**src/rtl/mem_bus_arb.sv**
```systemverilog
// KS-10 memory bus arbiter/sequencer: grants CPU or console, runs one bus cycle, NXM on timeout.
// Optional build macro MEM_BUS_ARB_RR_EN selects round-robin tie-breaking (default: console wins ties).
module mem_bus_arb #(
    parameter int NXM_TIMEOUT = 15
) (
    input  logic        clk,
    input  logic        rst,
    input  logic        cpuREQI,
    input  logic [0:35] cpuADDRI,
    input  logic [0:35] cpuDATAI,
    output logic        cpuACKO,
    output logic        cpuNXMO,
    output logic [0:35] cpuDATAO,
    input  logic        conREQI,
    input  logic [0:35] conADDRI,
    input  logic [0:35] conDATAI,
    output logic        conACKO,
    output logic        conNXMO,
    output logic [0:35] conDATAO,
    output logic        busREQO,
    output logic [0:35] busADDRO,
    output logic [0:35] busDATAO,
    input  logic        busACKI,
    input  logic [0:35] busDATAI
);
    localparam int M_CPU = 0;
    localparam int M_CON = 1;
    localparam logic [7:0] TMO_LAST = 8'(NXM_TIMEOUT - 1);

    typedef enum logic [1:0] {
        ST_IDLE = 2'd0,
        ST_WAIT = 2'd1,
        ST_DONE = 2'd2
    } state_t;

    state_t           state_q, state_d;
    logic [7:0]       timer_q, timer_d;
    logic             win_q, win_d;   // master of the current/last grant, 1 = console
    logic             nxm_q, nxm_d;
    logic             ta_q, ta_d;
    logic [0:35]      addr_q, addr_d;
    logic [0:35]      wdata_q, wdata_d;
    logic             rd_capture, rd_clear, grant_con;

    logic [1:0]       req_raw, req_elig, ack, nxm;
    logic [1:0][0:35] m_addr, m_wdata, m_rdata;

    assign req_raw = {conREQI, cpuREQI};
    assign m_addr  = {conADDRI, cpuADDRI};
    assign m_wdata = {conDATAI, cpuDATAI};

    // Per-master request masking, completion strobes and read-data holding registers.
    genvar gi;
    generate
        for (gi = 0; gi < 2; gi++) begin : g_master
            localparam logic MID = (gi == M_CON);
            logic [0:35] rdata_q;

            assign req_elig[gi] = req_raw[gi] & ~(ta_q & (win_q == MID));
            assign ack[gi]      = (state_q == ST_DONE) && (win_q == MID);
            assign nxm[gi]      = ack[gi] & nxm_q;
            assign m_rdata[gi]  = rdata_q;

            always_ff @(posedge clk) begin
                if (rst) begin
                    rdata_q <= '0;
                end else if (win_q == MID) begin
                    if (rd_capture) begin
                        rdata_q <= busDATAI;
                    end else if (rd_clear) begin
                        rdata_q <= '0;
                    end
                end
            end
        end
    endgenerate

    always_comb begin
        if (req_elig[M_CON] && req_elig[M_CPU]) begin
`ifdef MEM_BUS_ARB_RR_EN
            grant_con = ~win_q;
`else
            grant_con = 1'b1;
`endif
        end else begin
            grant_con = req_elig[M_CON];
        end
    end

    always_comb begin
        state_d    = state_q;
        timer_d    = timer_q;
        win_d      = win_q;
        nxm_d      = nxm_q;
        ta_d       = 1'b0;
        addr_d     = addr_q;
        wdata_d    = wdata_q;
        rd_capture = 1'b0;
        rd_clear   = 1'b0;
        case (state_q)
            ST_IDLE: begin
                if (|req_elig) begin
                    win_d   = grant_con;
                    addr_d  = grant_con ? m_addr[M_CON]  : m_addr[M_CPU];
                    wdata_d = grant_con ? m_wdata[M_CON] : m_wdata[M_CPU];
                    timer_d = 8'd0;
                    nxm_d   = 1'b0;
                    state_d = ST_WAIT;
                end
            end
            ST_WAIT: begin
                // An ACK on the final timer cycle still counts as a hit.
                if (busACKI) begin
                    rd_capture = addr_q[3];
                    nxm_d      = 1'b0;
                    state_d    = ST_DONE;
                end else if (timer_q == TMO_LAST) begin
                    rd_clear = 1'b1;
                    nxm_d    = 1'b1;
                    state_d  = ST_DONE;
                end else begin
                    timer_d = timer_q + 8'd1;
                end
            end
            ST_DONE: begin
                ta_d    = 1'b1;
                state_d = ST_IDLE;
            end
            default: begin
                state_d = ST_IDLE;
            end
        endcase
    end

    always_ff @(posedge clk) begin
        if (rst) begin
            state_q <= ST_IDLE;
            timer_q <= 8'd0;
            win_q   <= 1'b1;
            nxm_q   <= 1'b0;
            ta_q    <= 1'b0;
            addr_q  <= '0;
            wdata_q <= '0;
        end else begin
            state_q <= state_d;
            timer_q <= timer_d;
            win_q   <= win_d;
            nxm_q   <= nxm_d;
            ta_q    <= ta_d;
            addr_q  <= addr_d;
            wdata_q <= wdata_d;
        end
    end

    assign busREQO  = (state_q == ST_WAIT);
    assign busADDRO = addr_q;
    assign busDATAO = wdata_q;

    assign cpuACKO  = ack[M_CPU];
    assign cpuNXMO  = nxm[M_CPU];
    assign cpuDATAO = m_rdata[M_CPU];
    assign conACKO  = ack[M_CON];
    assign conNXMO  = nxm[M_CON];
    assign conDATAO = m_rdata[M_CON];
endmodule

```
**config.mk**
```make
export PLATFORM = sky130hd
export DESIGN_NAME = mem_bus_arb
export DESIGN_NICKNAME = d
export VERILOG_FILES = /design/src/rtl/mem_bus_arb.sv
export SDC_FILE = /design/constraint.sdc
export NUM_CORES = 1
export LEC_CHECK = 0
export ABC_CLOCK_PERIOD_IN_PS = 1800
export CORE_ASPECT_RATIO = 0.5
export CORE_MARGIN = 5
export CORE_UTILIZATION = 35
export DETAILED_ROUTE_END_ITERATION = 12
export PLACE_DENSITY = 0.79
export SLEW_MARGIN = 15
export SYNTH_ARGS = -nofsm -noshare
export SYNTH_HDL_FRONTEND = slang
export SYNTH_SLANG_ARGS = --single-unit
```
**constraint.sdc**
```tcl
create_clock -name clk -period 1.8 [get_ports clk]
set_input_delay 0.36 -clock clk [delete_from_list [all_inputs] [get_ports clk]]
set_output_delay 0.36 -clock clk [all_outputs]
set_load 0.01 [all_outputs]
```
Yosys cells after proc, flatten, opt, wreduce, memory -nomap -nowiden
Index checks and enable logic that the tools add are counted.
{"block": "classes", "muxes": 23, "addsub": 1, "n_eq_ne": 7, "reduce_logical": 13, "bitwise": 9}
{"op": "2-to-1 mux 36 bit", "count": 4}
{"op": "2-to-1 mux 8 bit", "count": 3}
{"op": "one-hot mux 8 bit (2 select lines)", "count": 1}
{"op": "2-to-1 mux 1 bit", "count": 10}
{"op": "adder 8 x 1 -> 8 bit, second input constant", "count": 1}
{"op": "equality test 8 x 4 -> 1 bit, second input constant", "count": 1}
{"op": "AND reduction 2 bit", "count": 4}
{"op": "AND 1 bit", "count": 6}
{"op": "2-to-1 mux 2 bit", "count": 3}
{"op": "inequality test 2 bit, second input constant", "count": 3}
{"op": "one-hot mux 2 bit (2 select lines)", "count": 1}
{"op": "AND reduction 4 bit", "count": 1}
{"op": "nonzero test 2 bit", "count": 2}
{"op": "logical AND 1 bit", "count": 3}
{"op": "inequality test 3 x 1 -> 1 bit, second input constant", "count": 1}
{"op": "NOT 1 bit", "count": 3}
{"op": "AND reduction 3 bit", "count": 1}
{"op": "equality test 2 x 1 -> 1 bit, second input constant", "count": 1}
{"op": "equality test 2 bit, second input constant", "count": 1}
{"op": "logical NOT 2 bit", "count": 1}
{"op": "one-hot mux 1 bit (2 select lines)", "count": 1}
{"op": "OR reduction 2 bit", "count": 1}
{"block": "word_totals", "inputBits": 185, "out_inout_bits": 149, "elab_cells": 62, "ff_bits": 157}

Logic depth before layout (Yosys ltp)
{"block": "logic_depth", "word_depth": 7, "ltp_mapped": 7, "ltp_nobuf": 6}

Worst setup path before layout
No wires, ideal clock.
{"block": "synth_path", "path_kind": "reg2reg", "start": "register win_q", "end": "register wdata_q (netlist bit busDATAO[14])", "required_ps": 1660, "path_stages_with_launch": 7, "n_path_buf": 3, "period_less_slack_ps": 1903, "setup_time_ps": 140, "t_arrival_ps": 1763, "setup_slack_ps": -103, "cell_sequence": "dfxtp_1 buf_4 mux2i_1 a2111oi_4 buf_6 buf_4 a211oi_1"}
{"block": "synth_via", "elab_chain_cells": 7, "elab_cells_between_ends": 12, "classes_between": "mux (2); bitwise (7); reduce/logical (3)"}
{"item": "start: declaration", "line": "38", "source": "logic win_q, win_d;"}
{"item": "start signal: assignment", "line": "147", "source": "win_q <= win_d;"}
{"item": "NOT 1 bit (no line)"}
{"item": "AND 1 bit", "line": "59", "source": "assign req_elig[gi] = req_raw[gi] & ~(ta_q & (win_q == MID));"}
{"item": "NOT 1 bit", "line": "59"}
{"item": "AND 1 bit", "line": "59"}
{"item": "logical AND 1 bit", "line": "79", "source": "if (req_elig[M_CON] && req_elig[M_CPU]) begin"}
{"item": "2-to-1 mux 1 bit", "line": "79"}
{"item": "2-to-1 mux 36 bit", "line": "105", "source": "wdata_d = grant_con ? m_wdata[M_CON] : m_wdata[M_CPU];"}
{"item": "end signal: assignment", "line": "151", "source": "wdata_q <= wdata_d;"}
{"item": "end: declaration", "line": "42", "source": "logic [0:35] wdata_q, wdata_d;"}
Several ways; a longest one is shown, not always the timed one.
A chain may end at the register's enable or synchronous reset.

Worst setup path after layout
{"block": "layout_path", "start": "register win_q", "end": "register addr_q (netlist bit busADDRO[7])"}
{"block": "layout_via", "elab_chain_cells": 7, "elab_cells_between_ends": 12, "classes_between": "mux (2); bitwise (7); reduce/logical (3)"}
{"item": "NOT 1 bit (no line)"}
{"item": "AND 1 bit", "line": "59"}
{"item": "NOT 1 bit", "line": "59"}
{"item": "AND 1 bit", "line": "59"}
{"item": "logical AND 1 bit", "line": "79"}
{"item": "2-to-1 mux 1 bit", "line": "79"}
{"item": "2-to-1 mux 36 bit", "line": "104", "source": "addr_d = grant_con ? m_addr[M_CON] : m_addr[M_CPU];"}
{"item": "end signal: assignment", "line": "150", "source": "addr_q <= addr_d;"}
{"item": "end: declaration", "line": "41", "source": "logic [0:35] addr_q, addr_d;"}
Several ways; a longest one is shown, not always the timed one.

==> results.py <==
metrics = {
    "clock_tree": {
        "cts-root-buf": "clkbuf_16",
        "clk_path_buf_depth": 2,
        "cts_sinks": 157,
        "htree_levels": 4,
        "clk-insertion-delay-late_ps": 420,
        "cts_made_buffers": 17,
        "postCtsHoldBufs": 0,
        "cts_tree": "built",
        "cts.clk_slew.worst_paths_ps": 70,
    },
    "grt": {
        "antenna_found_initial": 0,
        "grt-ovfl-total": 0,
        "grt_pass1_vias": 5816,
        "globalRouteTotalUtil_pct": 18.2,
        "grt_max_degree": 81,
        "grt_pass1_wl_mm": 30.6,
    },
    "timing": {
        "fin_crit_ps": 1870,
        "tightest_slew_ps": 476,
        "fin_worst_skew_ps": 15.2,
        "setup_slack_ps": -70.4,
        "post-route-period-util_pct": 104,
        "setup-violations-final": 15,
        "max_freq_mhz": 535,
        "slew_headroom_pct": 68.3,
        "rsz0062_at_grt": "true",
        "hold_viol_final": 0,
        "final_max_slew_viol_count": 0,
        "fin_setup_tns_ps": -219,
    },
    "setup_path": {
        "cp-end-kind": "flop",
        "crit_slowest_cell": "a2111oi_4",
        "regToRegSetupSlack_ps": -70,
        "worstSetupPathType": "reg -> reg",
        "arrival_ps": 2190,
        "crit_required_ps": 2120,
        "timing.rr.start": "win_q",
        "start_kind": "flop",
        "reg2reg_depth": 7,
        "slowest_delay_ps": 460,
        "crit_fanout": 8,
        "r2r-end": "busADDRO[7]",
        "path_cells": "mux2i_4 -> a2111oi_4 -> buf_4 -> clkbuf_16 -> buf_8 -> nor2_1 -> a211oi_2",
    },
    "detailed_routing": {
        "via_count": 5939,
        "wirelength_met1_mm": 8.55,
        "wl_met3_mm": 1.40,
        "vias_per_cell": 5.04,
        "ant_nets": 0,
        "wl_mm": 20.7,
        "post_drt_wl_per_cell_um": 17.6,
        "top_layer_used": "met4",
        "drc": 0,
        "dr.pass1.iters": 4,
        "wl_met2_mm": 10.4,
        "drtIter0Drc": 192,
    },
    "logic_synthesis": {
        "synth_ff_type": "dfxtp_1",
        "synth_area_leaders": "dfxtp_1 (51%), mux2i_1 (12%), a22o_1 (10%)",
        "synth_edf_count": 0,
        "syn_nets": 759,
        "yosys_warnings": 0,
        "netlist_area_um2": 6220,
        "yosysSeqAreaShare_pct": 50.5,
        "synth.distinct_cells": 45,
        "synth_top_cell_by_area": "dfxtp_1",
        "synth_top_area_share_pct": 50.5,
        "async_flop_share_pct": 0,
        "ys_seq_elements": 157,
        "synthCells": 572,
        "syn-mean-instance-area_um2": 10.9,
    },
    "placement": {
        "gp_congestion": 0.846,
        "hpwl_mm": 15.2,
        "dpl_cell_area_um2": 10100,
        "port-buffer-count": 333,
    },
    "final_layout": {
        "stdcell_area_um2": 11000,
        "final_common_cell": "clkdlybuf4s50_1",
        "fill_cells": 1410,
        "diodes": 0,
        "regArea_um2": 3150,
        "area_growth_pct": 76.3,
        "drive_gt1_share_pct": 15.7,
        "multi_input_area_um2": 2920,
        "nets": 1119,
        "final_cell_mix": "clkdlybuf4s50_1 (325), dfxtp_1 (152), a22o_1 (72), mux2i_1 (72), nor2_1 (67)",
    },
    "pwr": {
        "p_leak_nw": 4.31,
        "peakVddDrop_v": 0.000569,
        "pwr_density_cell_nw_per_um2": 867,
    },
    "outcome": {
        "violations": "setup timing",
        "status": "complete, but fails checks",
    },
    "floorplan": {
        "start_util_pct": 35.8,
        "ios": 334,
        "rows": 34,
        "die_h_um": 104,
        "core_um2": 17400,
        "dieArea_um2": 20700,
        "die_w_um": 199,
    },
    "min_path": {
        "hold_depth": 2,
        "hold_path_class": "in -> reg",
        "hold_path_end": "timer_q[5]",
        "hp-start": "rst",
    },
    "flow_run": {
        "drv_cap": 0,
    },
}
timing repair:
action | CTS | global route
resized for setup | 12 | 52
setup buffers | 0 | 12
pin swaps | 0 | 23
cloned | 0 | 2
setup endpoints to repair | 6 | 142
stage by stage:
| step | total power [W] | setup WS [ps] | hold WS, ps | instances | utilization (%) |
|---|---|---|---|---|---|
| 4_1_cts | 0.00942 | 5.99 | 235 | 1164 | 61.2 |
| 2_1_floorplan | 0.00478 | -28.9 | 486 | 572 | - |
| 3_5_place_dp | 0.00593 | -448 | 463 | 1133 | 57.9 |
| 6_report | 0.00950 | -70.4 | 275 | 1178 | 63.0 |
| 3_3_place_gp | 0.00588 | -419 | 460 | 1133 | 57.9 |
| 5_1_grt | 0.00993 | -129 | 265 | 1178 | 63.0 |
report_power, final:
group	leakage [nW]	internal, W	switching, W
clock network	0.277	0.00197	0.00149
logic	2.75	0.00128	0.000911
registers	1.29	0.00371	0.000140
total	4.31	0.00696	0.00254
cells by family (layout without fill, tap and decap cells):
family	count (synthesis)	in the layout	synth area share (%)
flip-flops	157	157	50.5
buffers and inverters	53	425	4.73
adder cells (fa/ha/maj)	2	2	0.402
AO/OA/AOI/OAI	172	172	24.2
AND/OR/NAND/NOR	115	115	8.45
multiplexers	73	73	11.7
how the worst max path moves through the flow:
stage,startpoint,depth (start not counted),to,slack [ps]
finish,win_q,7,busADDRO[7],-70
global route,win_q,7,busADDRO[7],-130
detailed placement,busACKI,5,timer_q[6],-450
global placement,busACKI,5,timer_q[6],-420
CTS,win_q,6,busDATAO[24],6
floorplan,timer_q[0],7,cpuDATAO[0],-30
state kept, by name, indices dropped and copies added (netlist names):
name	cells
busADDRO	36
busDATAO	36
conDATAO	36
cpuDATAO	36
timer_q	8
state_q	2
nxm_q	1
ta_q	1
win_q	1
synthesized netlist by cell type (4+ instances only):
master,n
buf_4,6
a211oi_2,21
dfxtp_1,157
buf_6,9
buf_2,4
nor2_1,78
nor3_1,4
mux2i_1,73
nand2_1,6
clkbuf_1,28
a211oi_1,51
a21oi_1,8
a22o_1,72
nand3_1,5
layout make-up:
type / count / share of cell area (%)
multi-input cells: 362 / 26.7
flip-flops and latches: 157 / 28.7
clock inverters: 13 / 1.22
inverters: 4 / 0.137
repair buffers: 390 / 36.6
well taps: 234 / 2.67
clock buffers: 18 / 4.00
worst max-delay path, delay by kind of cell (launching register included):
kind / cells / cell delay (ps)
buffers and inverters: 3 / 500
and+or+nand+nor: 1 / 60
muxes: 1 / 200
DFF: 1 / 370
AOI/OAI and AO/OA: 2 / 640
metal layers:
| metal | vias to the layer above | track usage (%) |
|---|---|---|
| met2 | 201 | 31.7 |
| met3 | 24 | 5.28 |
| met5 | - | 0 |
| met1 | 2833 | 21.7 |
| li1 | 2881 | - |
| met4 | 0 | 5.76 |
Note: power is estimated with default switching activity, not from simulation.
